### config.mk
export PLATFORM = sky130hd
export DESIGN_NAME = acq_sequencer_flat
export DESIGN_NICKNAME = d
export VERILOG_FILES = /design/src/rtl/acq_sequencer_pkg.sv /design/src/rtl/acq_sequencer_if.sv /design/src/rtl/acq_sequencer_pulse_counter.sv /design/src/rtl/acq_sequencer.sv /design/src/flat_wrapper.sv
export SDC_FILE = /design/constraint.sdc
export NUM_CORES = 1
export LEC_CHECK = 0
export ABC_AREA = 1
export BUFFER_PORTS_ARGS = -buffer_cell sky130_fd_sc_hd__buf_2
export CAP_MARGIN = 20
export CELL_PAD_IN_SITES_DETAIL_PLACEMENT = 0
export CELL_PAD_IN_SITES_GLOBAL_PLACEMENT = 1
export CORE_MARGIN = 8
export CORE_UTILIZATION = 42
export CTS_BUF_LIST = sky130_fd_sc_hd__clkbuf_8 sky130_fd_sc_hd__clkbuf_16
export CTS_CLUSTER_DIAMETER = 150
export CTS_CLUSTER_SIZE = 30
export DETAILED_ROUTE_END_ITERATION = 10
export PLACE_DENSITY = 0.95
export SKIP_CTS_REPAIR_TIMING = 1
export SYNTH_ARGS = -nofsm -noshare
export SYNTH_HDL_FRONTEND = slang
export SYNTH_SLANG_ARGS = --single-unit
### constraint.sdc
create_clock -name clk_i -period 4.02 [get_ports clk_i]
set_input_delay 0.201 -clock clk_i [delete_from_list [all_inputs] [get_ports clk_i]]
set_output_delay 0.201 -clock clk_i [all_outputs]
set_load 0.05 [all_outputs]
### src/rtl/acq_sequencer_pkg.sv
// Shared encodings for the acquisition sequencer: FSM states, command bits, status layout.
package acq_sequencer_pkg;

   localparam logic [2:0] ST_IDLE    = 3'd0;
   localparam logic [2:0] ST_ARM     = 3'd1;
   localparam logic [2:0] ST_CAPTURE = 3'd2;
   localparam logic [2:0] ST_UPLOAD  = 3'd3;
   localparam logic [2:0] ST_DONE    = 3'd4;

   localparam int CMD_START = 0;
   localparam int CMD_ABORT = 1;
   localparam int CMD_CONT  = 2;

   localparam int STAT_GRP_LSB   = 0;
   localparam int STAT_GRP_W     = 12;
   localparam int STAT_ERR_BIT   = 12;
   localparam int STAT_STATE_LSB = 13;

   localparam logic [STAT_GRP_W-1:0] GRP_MAX = '1;

   typedef struct packed {
      logic [2:0]            state;
      logic                  err_timeout;
      logic [STAT_GRP_W-1:0] group_count;
   } status_t;

   function automatic logic [STAT_GRP_W-1:0] grp_inc(input logic [STAT_GRP_W-1:0] g);
      return (g == GRP_MAX) ? g : g + 1'b1;
   endfunction

endpackage

### src/rtl/acq_sequencer_if.sv
// Host/pipeline-facing signal bundle of the acquisition sequencer.
interface acq_sequencer_if #(
   parameter int CNT_W = 16
);
   logic [15:0]      cmd_i;
   logic [CNT_W-1:0] n_acc_i;
   logic             trigger_start_i;
   logic             pulse_done_i;
   logic             upload_done_i;
   logic             capture_en_o;
   logic             upload_en_o;
   logic             is_first_pls_o;
   logic [CNT_W-1:0] pulse_count_o;
   logic             cfg_lock_o;
   logic             busy_o;
   logic [15:0]      status_o;

   modport master (
      output cmd_i, n_acc_i, trigger_start_i, pulse_done_i, upload_done_i,
      input  capture_en_o, upload_en_o, is_first_pls_o, pulse_count_o, cfg_lock_o, busy_o, status_o
   );

   modport slave (
      input  cmd_i, n_acc_i, trigger_start_i, pulse_done_i, upload_done_i,
      output capture_en_o, upload_en_o, is_first_pls_o, pulse_count_o, cfg_lock_o, busy_o, status_o
   );
endinterface

### src/rtl/acq_sequencer_pulse_counter.sv
// Per-group pulse counter: latches the effective depth, counts completions,
// flags the first pulse in flight and strobes group_full on the last one.
module acq_pulse_counter #(
   parameter int CNT_W = 16
) (
   input  logic             clk_i,
   input  logic             rst_i,
   input  logic             load_i,
   input  logic             clr_i,
   input  logic             arm_cap_i,
   input  logic             pulse_i,
   input  logic             abort_i,
   input  logic [CNT_W-1:0] n_acc_i,
   output logic             group_full_o,
   output logic             first_o,
   output logic [CNT_W-1:0] count_o
);
   logic [CNT_W-1:0] n_eff_q, n_eff_d;
   logic [CNT_W-1:0] count_q, count_d;
   logic             first_q, first_d;

   always_comb begin
      n_eff_d      = n_eff_q;
      count_d      = count_q;
      first_d      = first_q;
      group_full_o = pulse_i && (count_q == n_eff_q - 1'b1);
      // a zero depth would never complete, so it is treated as one pulse
      if (load_i) n_eff_d = (n_acc_i == '0) ? CNT_W'(1) : n_acc_i;
      if (clr_i)        count_d = '0;
      else if (pulse_i) count_d = count_q + 1'b1;
      if (abort_i || pulse_i) first_d = 1'b0;
      else if (arm_cap_i)     first_d = 1'b1;
   end

   always_ff @(posedge clk_i or posedge rst_i) begin
      if (rst_i) begin
         n_eff_q <= '0;
         count_q <= '0;
         first_q <= 1'b0;
      end else begin
         n_eff_q <= n_eff_d;
         count_q <= count_d;
         first_q <= first_d;
      end
   end

   assign first_o = first_q;
   assign count_o = count_q;
endmodule

### src/rtl/acq_sequencer.sv
// Acquisition controller FSM: start-edge arm, trigger capture, group upload, continuous repeat.
// Optional arm timeout is built only when ACQ_TIMEOUT_EN is defined.
module acq_sequencer
   import acq_sequencer_pkg::*;
#(
   parameter int              CNT_W     = 16,
   parameter int              TO_W      = 24,
   parameter logic [TO_W-1:0] TO_CYCLES = 24'd10000000
) (
   input logic            clk_i,
   input logic            rst_i,
   acq_sequencer_if.slave bus
);
   logic [2:0]            state_q, state_d;
   logic                  start_prev_q;
   logic [STAT_GRP_W-1:0] grp_q, grp_d;
   logic                  cap_q, cap_d, upl_q, upl_d, busy_q, busy_d;
   logic                  start, abort, cont, start_edge;
   logic                  start_clr, rearm, go_cap, pulse, group_full;
   logic                  timeout_hit, err_q;
   logic                  first;
   logic [CNT_W-1:0]      count;
   logic                  cmd_unused;

   assign start      = bus.cmd_i[CMD_START];
   assign abort      = bus.cmd_i[CMD_ABORT];
   assign cont       = bus.cmd_i[CMD_CONT];
   assign start_edge = start && !start_prev_q;
   assign cmd_unused = ^bus.cmd_i[15:3];
   assign pulse      = (state_q == ST_CAPTURE) && bus.pulse_done_i && !abort;

   always_comb begin
      state_d   = state_q;
      grp_d     = grp_q;
      start_clr = 1'b0;
      rearm     = 1'b0;
      go_cap    = 1'b0;
      if (abort) begin
         state_d = ST_IDLE;
      end else begin
         case (state_q)
            ST_IDLE: if (start_edge) begin
               state_d   = ST_ARM;
               start_clr = 1'b1;
               grp_d     = '0;
            end
            ST_ARM: if (bus.trigger_start_i) begin
               state_d = ST_CAPTURE;
               go_cap  = 1'b1;
            end else if (timeout_hit) begin
               state_d = ST_IDLE;
            end
            ST_CAPTURE: if (group_full) state_d = ST_UPLOAD;
            ST_UPLOAD: if (bus.upload_done_i) begin
               grp_d   = grp_inc(grp_q);
               state_d = cont ? ST_ARM : ST_DONE;
               rearm   = cont;
            end
            ST_DONE: if (!start) state_d = ST_IDLE;
            default: state_d = ST_IDLE;
         endcase
      end
      cap_d  = (state_d == ST_CAPTURE);
      upl_d  = (state_d == ST_UPLOAD);
      busy_d = (state_d == ST_ARM) || (state_d == ST_CAPTURE) || (state_d == ST_UPLOAD);
   end

`ifdef ACQ_TIMEOUT_EN
   logic [TO_W-1:0] to_q, to_d;
   logic            err_d, arm_wait;

   assign arm_wait    = (state_q == ST_ARM) && !abort && !bus.trigger_start_i;
   assign timeout_hit = arm_wait && (to_q == TO_CYCLES - 1'b1);

   always_comb begin
      to_d  = to_q;
      err_d = err_q;
      if (start_clr || rearm) to_d = '0;
      else if (arm_wait)      to_d = to_q + 1'b1;
      // error is sticky across abort so the host can still read it back
      if (start_clr)        err_d = 1'b0;
      else if (timeout_hit) err_d = 1'b1;
   end

   always_ff @(posedge clk_i or posedge rst_i) begin
      if (rst_i) begin
         to_q  <= '0;
         err_q <= 1'b0;
      end else begin
         to_q  <= to_d;
         err_q <= err_d;
      end
   end
`else
   logic cfg_unused;
   assign timeout_hit = 1'b0;
   assign err_q       = 1'b0;
   assign cfg_unused  = ^TO_CYCLES;
`endif

   acq_pulse_counter #(.CNT_W(CNT_W)) u_cnt (
      .clk_i       (clk_i),
      .rst_i       (rst_i),
      .load_i      (start_clr),
      .clr_i       (start_clr || rearm),
      .arm_cap_i   (go_cap),
      .pulse_i     (pulse),
      .abort_i     (abort),
      .n_acc_i     (bus.n_acc_i),
      .group_full_o(group_full),
      .first_o     (first),
      .count_o     (count)
   );

   always_ff @(posedge clk_i or posedge rst_i) begin
      if (rst_i) begin
         state_q      <= ST_IDLE;
         start_prev_q <= 1'b0;
         grp_q        <= '0;
         cap_q        <= 1'b0;
         upl_q        <= 1'b0;
         busy_q       <= 1'b0;
      end else begin
         state_q      <= state_d;
         start_prev_q <= start;
         grp_q        <= grp_d;
         cap_q        <= cap_d;
         upl_q        <= upl_d;
         busy_q       <= busy_d;
      end
   end

   assign bus.capture_en_o   = cap_q;
   assign bus.upload_en_o    = upl_q;
   assign bus.is_first_pls_o = first;
   assign bus.pulse_count_o  = count;
   assign bus.cfg_lock_o     = busy_q;
   assign bus.busy_o         = busy_q;
   assign bus.status_o       = status_t'{state: state_q, err_timeout: err_q, group_count: grp_q};
endmodule

### src/flat_wrapper.sv
// flat-port wrapper written by rule: the top's interface ports become plain ports
module acq_sequencer_flat import acq_sequencer_pkg::*;
#(
   parameter int              CNT_W     = 16,
   parameter int              TO_W      = 24,
   parameter logic [TO_W-1:0] TO_CYCLES = 24'd10000000
)
  (clk_i, rst_i, bus_cmd_i, bus_n_acc_i, bus_trigger_start_i, bus_pulse_done_i, bus_upload_done_i, bus_capture_en_o, bus_upload_en_o, bus_is_first_pls_o, bus_pulse_count_o, bus_cfg_lock_o, bus_busy_o, bus_status_o);
  acq_sequencer_if #(.CNT_W(CNT_W)) bus_i ();
  input logic clk_i;
  input logic rst_i;
  input wire logic [$bits(bus_i.cmd_i)-1:0] bus_cmd_i;
  input wire logic [$bits(bus_i.n_acc_i)-1:0] bus_n_acc_i;
  input wire logic [$bits(bus_i.trigger_start_i)-1:0] bus_trigger_start_i;
  input wire logic [$bits(bus_i.pulse_done_i)-1:0] bus_pulse_done_i;
  input wire logic [$bits(bus_i.upload_done_i)-1:0] bus_upload_done_i;
  output wire logic [$bits(bus_i.capture_en_o)-1:0] bus_capture_en_o;
  output wire logic [$bits(bus_i.upload_en_o)-1:0] bus_upload_en_o;
  output wire logic [$bits(bus_i.is_first_pls_o)-1:0] bus_is_first_pls_o;
  output wire logic [$bits(bus_i.pulse_count_o)-1:0] bus_pulse_count_o;
  output wire logic [$bits(bus_i.cfg_lock_o)-1:0] bus_cfg_lock_o;
  output wire logic [$bits(bus_i.busy_o)-1:0] bus_busy_o;
  output wire logic [$bits(bus_i.status_o)-1:0] bus_status_o;
  assign bus_i.cmd_i = bus_cmd_i;
  assign bus_i.n_acc_i = bus_n_acc_i;
  assign bus_i.trigger_start_i = bus_trigger_start_i;
  assign bus_i.pulse_done_i = bus_pulse_done_i;
  assign bus_i.upload_done_i = bus_upload_done_i;
  assign bus_capture_en_o = bus_i.capture_en_o;
  assign bus_upload_en_o = bus_i.upload_en_o;
  assign bus_is_first_pls_o = bus_i.is_first_pls_o;
  assign bus_pulse_count_o = bus_i.pulse_count_o;
  assign bus_cfg_lock_o = bus_i.cfg_lock_o;
  assign bus_busy_o = bus_i.busy_o;
  assign bus_status_o = bus_i.status_o;
  acq_sequencer #(.CNT_W(CNT_W), .TO_W(TO_W), .TO_CYCLES(TO_CYCLES)) u_core (.clk_i(clk_i), .rst_i(rst_i), .bus(bus_i));
endmodule
; ---- Yosys cells after proc, flatten, opt, wreduce, memory -nomap -nowiden
; Index checks and enable logic that the tools add are counted.
[totals]
word_cells = 67
register_bits = 52
[op_classes]
mux = 26
n_reduce_logical = 16
add_sub_neg = 3
n_eq_ne = 12
bitwise_logic = 1
[ops]
columns = cell, count
row1 = $mux W16, 3
row2 = $mux W12, 3
row3 = $pmux W12 S2, 1
row4 = $mux W3, 7
row5 = $add A16 B1 Y16 const B, 1
row6 = $eq A16 B16 Y1, 1
row7 = $logic_not A16 Y1, 1
row8 = $sub A16 B1 Y16 const B, 1
row9 = $pmux W3 S5, 1
row10 = $add A12 B1 Y12 const B, 1
row11 = $eq A12 B12 Y1 const B, 1
row12 = $eq A3 B2 Y1 const B, 4
row13 = $mux W1, 11
row14 = $eq A3 B1 Y1 const B, 2
row15 = $reduce_bool A2 Y1, 3
row16 = $reduce_and A5 Y1, 1
row17 = $logic_and A1 B1 Y1, 4
row18 = $logic_or A1 B1 Y1, 4
row19 = $ne A2 B2 Y1 const B, 2
row20 = $eq A3 B3 Y1 const B, 1
row21 = $logic_not A3 Y1, 1
row22 = $logic_not A1 Y1, 2
row23 = $ne A2 B1 Y1 const B, 1
row24 = $not A1 Y1, 1

; ---- Depth between registers and ports, before layout
[logic_depth]
ltp_word = 10
mapped_depth = 16

; ---- Hierarchy
; Synthesis repeated with hierarchy kept, for this count alone.
[unflattened]
cells_unflattened = 484
hier_area_um2 = 3360.7
[modules_own_cells]
columns = mod, area_per_inst_um2, instances, cells_per_inst, seq_area_each_um2
row1 = acq_pulse_counter, 2153.3, 1, 302, 825.8
row2 = acq_sequencer, 1207.4, 1, 182, 475.5

; ---- Least setup slack after synthesis
; Ideal clock, no wire load.
[synth_path]
path_kind = register -> register
startpoint = register u_core.u_cnt.count_q[1] (netlist: u_core.u_cnt.count_o[1])
endpoint = register u_core.u_cnt.count_q[12] (netlist: u_core.u_cnt.count_o[12])
setup_ps = 73
arrival_ps = 1891
slack_ps = 2056
period_less_slack_ps = 1964
path_stages_with_launch = 9
required_time_ps = 3947
path_cell_list = dfrtp_1 -> ha_1 -> nand4_1 -> nor2_1 -> nand3_1 -> nor2_1 -> nand4_1 -> xor2_1 -> nor2_1
[synth_via]
elab_chain_len = 3
[synth_lines]
columns = element, line
row1 = start: declaration, acq_sequencer_pulse_counter.sv:19  ; logic [CNT_W-1:0] count_q, count_d;
row2 = start signal: assignment, acq_sequencer_pulse_counter.sv:42  ; count_q <= count_d;
row3 = $add A16 B1 Y16, acq_sequencer_pulse_counter.sv:30  ; else if (pulse_i) count_d = count_q + 1'b1;
row4 = $mux W16, acq_sequencer_pulse_counter.sv:30
row5 = $mux W16, acq_sequencer_pulse_counter.sv:29  ; if (clr_i) count_d = '0;
; No other way between the ends. The select of a mux whose other input is x is not followed.
; A chain may end at the register's enable or synchronous reset.

; ---- Final worst setup path
[layout_path]
startpoint = register u_core.state_q[0]
endpoint = register u_core.u_cnt.count_q[11] (netlist: u_core.u_cnt.count_o[11])
[layout_via]
elab_chain_len = 5
word_cells_on_any_way = 12
[layout_lines]
columns = element, line
row1 = start: declaration, acq_sequencer.sv:14  ; logic [2:0] state_q, state_d;
row2 = start signal: assignment, acq_sequencer.sv:124  ; state_q <= state_d;
row3 = $eq A3 B2 Y1 or $logic_not A3 Y1 (tied branches), acq_sequencer.sv:41  ; case (state_q)
row4 = $mux W1, acq_sequencer.sv:41
row5 = $mux W1, acq_sequencer.sv:38  ; if (abort) begin
row6 = $logic_or A1 B1 Y1, acq_sequencer.sv:105  ; .clr_i (start_clr || rearm),
row7 = $mux W16 or $reduce_bool A2 Y1 (tied branches), -
; Several ways; a longest one is shown, not always the timed one.

==> impl_results.md <==
- Net Sw Frac: 0.365
- Share of layout cells above drive strength 1: 0.180
- Mapped Cells: 462
- Worst-Margin Slew: 0.663 ns
- Critical-path maximum fanout: 15
- Initial antenna violation count: 0
- # diodes: 0
- Clock network power share: 0.239
- Yosys warning total: 0
- Combinational Power Share: 0.291
- Post-Syn Area: 3320 µm²
- Max Cap Violations: 0
- Finished Cell Area: 3750 µm²
- CP endpoint kind: flip-flop
- Required time of the critical path: 4.26 ns
- Buffers on Ports: 59
- Mux cell area share after synthesis: 0
- Sequential cell area fraction in the yosys report: 0.392
- Setup Skew: 0.00461 ns
- Unrepaired setup endpoints after global routing: no
- Final period util: 0.525
- DRT antenna net count: 0
- FMAX: 0.473 GHz
- Area grow syn2layout: 13.0%
- Die Ht: 105 µm
- Psw: 497 µW
- Async S/R FF share, synth: 1.00
- Post-Synth XOR/XNOR Area: 0.0527
- CTS root buf: clkbuf_8
- Max VDD drop: 0.149 mV
- Post-synthesis compound-gate area fraction: 0.0866
- Fin. max-slew vios: 0
- Syn avg cell area: 7.19 µm²
- Buf/Inv on CP: 0
- RePlAce Congestion: 0.841
- Hpwl dp: 6260 µm
- Number of top-level pins: 74
- Slowest-stage cell, CP: dfrtp_1
- DR vias/cell: 4.96
- Syn nets: 502
- Final Setup Violations: 0
- Vias: 3072
- Total routed wirelength: 8000 µm
- Initial DRT Pass Iterations: 4
- Clock transition at the registers of the reported paths: 0.09 ns
- Seq pwr share: 0.470
- Post-synth EDFFs: 0
- Yosys reg bits: 52
- Kind of critical path: reg2reg
- Worst-Skew Late Latency: 0.30 ns
- Die ar.: 11000 µm²
- Final Hold Viols: 0
- Critical Path, Cell by Cell: nor2_1 > nand4_1 > o21ai_1 > nand2_1 > nand2_2 > nand2_1 > nor3_1 > o21ai_0 > nor2_1
- CP delay by family, top: simple AND/OR/NAND/NOR gates
- CTS tree: yes
- Num CTS Buffers: 5
- Fin Setup TNS: 0 ns
- Starting Density: 0.432
- Post-synthesis simple-gate area fraction: 0.354
- Largest family of logic cells by synthesized area: simple AND/OR/NAND/NOR gates
- Cell Pwr Density: 363 nW/µm²
- First-pass GRT wire length: 14200 µm
- Filler instances: 818
- DRC: 0
- Clk sink count: 52
- Crit path time final: 2.11 ns
- Status: finished clean
- Top_reg_cell synth: dfrtp_1
- Core Region: 7690 µm²
- Number of global-route vias before repair: 3038
- Largest net degree at the start of global routing: 53
- Min-delay worst type: in2reg
- Final net count: 557
- Rows: 32
- Int Pwr: 867 µW
- Library cells used by synthesis: 39
- Slowest Stage Delay on Critical Path: 0.45 ns
- H-tree level count: 2
- Leak Pwr: 1.94 nW
- Slew Limit Headroom: 0.558
- Most frequent cells in the layout: 132 x nand2_1, 59 x buf_2, 57 x inv_1
- DR iter-0 viols: 102
- Synthesized-area fraction occupied by adder cells: 0.0113
- Clock Path Buffers: 2
- Grt ovf: 0
- Commonest non-fill, non-tap cell in the layout: nand2_1
- Placement Cell Area: 3660 µm²
- Overall Global Routing Usage: 0.153
- WL per Instance: 12.9 µm
- Core Util, Final: 0.488
- Data arrival, critical path: 2.35 ns
- Die Wd: 105 µm
- Startpoint Class: flip-flop
synthesized netlist by cell type (all sizes together) (2+ instances only):
master  count  share of area
dfrtp      52           0.39
nor3       10          0.015
buf        11          0.027
o21ai      27          0.046
ha          3          0.011
a211oi      2         0.0060
inv        63          0.074
xnor2       6          0.016
nand4      15          0.028
nor4        6          0.011
o22ai       3         0.0056
nor2       50          0.058
or2         2         0.0038
nand3b      5          0.011
a21oi      10          0.015
nand3      31          0.050
xor2       14          0.037
o31ai       4         0.0090
nand2     141           0.17
metal layers:
layer,share of wire,vias up,routed length [µm],GRT usage
met5,0,-,0,0
met3,0.047,7,379,0.0313
met4,0.010,0,84,0.0418
met1,0.49,1409,3940,0.207
met2,0.45,58,3600,0.240
li1,-,1598,-,-
logic make-up (layout without fill, tap and decap cells):
group           after synthesis  after routing
compound gates               48             48
flops                        52             52
fa+ha+maj                     3              3
other cells                   1              1
simple gates                263            263
buf+inv                      75            130
xor+xnor                     20             20
power groups by stage:
stage               combinational [mW]  clock (mW)  sequential, mW
floorplan                        0.285           0           0.671
global placement                 0.394           0           0.648
detailed placement               0.400           0           0.650
CTS                              0.402       0.339           0.641
global route                     0.457       0.356           0.652
finish                           0.397       0.326           0.641
flip-flops by register name (all words and copies together) (netlist names):
name,count
u_core.start_prev_q,1
u_core.state_q,3
u_core.u_cnt.first_o,1
u_core.grp_q,12
u_core.bus.upload_en_o,1
u_core.u_cnt.count_o,16
u_core.u_cnt.n_eff_q,16
u_core.bus.capture_en_o,1
u_core.bus.busy_o,1
stage by stage:
stage | hold WS, ns | total power, mW | worst slack (ns) | instances
final | 0.0403 | 1.36 | 1.91 | 619
after global routing | 0.0430 | 1.47 | 1.62 | 619
after CTS | 0.0292 | 1.38 | 1.89 | 619
after detailed placement | 0.355 | 1.05 | 1.92 | 612
after global placement | 0.350 | 1.04 | 1.95 | 612
after floorplan | 0.232 | 0.955 | 2.06 | 462
cell type report:
type                    count  area, µm²  share of cell area
flip-flops and latches     52       1300               0.347
clock buffers               7       96.3              0.0257
multi-input cells         335       1680               0.448
well taps                 102        128              0.0340
inverters                  63        246              0.0656
repair buffers             60        303              0.0806
worst paths after layout:
kind | start | end | slack, ns | cells after the start
max | u_core.state_q[0] | u_core.u_cnt.count_o[11] | 1.91 | 9
min | bus_cmd_i[0] | u_core.start_prev_q | 0.04 | 1
max reg2reg | u_core.state_q[0] | u_core.u_cnt.count_o[11] | 1.91 | 9
min reg2reg | u_core.u_cnt.n_eff_q[14] | u_core.u_cnt.n_eff_q[14] | 0.56 | 2
max in group asynchronous | rst_i | u_core.u_cnt.n_eff_q[8] | 3.52 | 3
min in group asynchronous | rst_i | u_core.grp_q[11] | 0.07 | 3
Power figures use the tool's default switching activity.
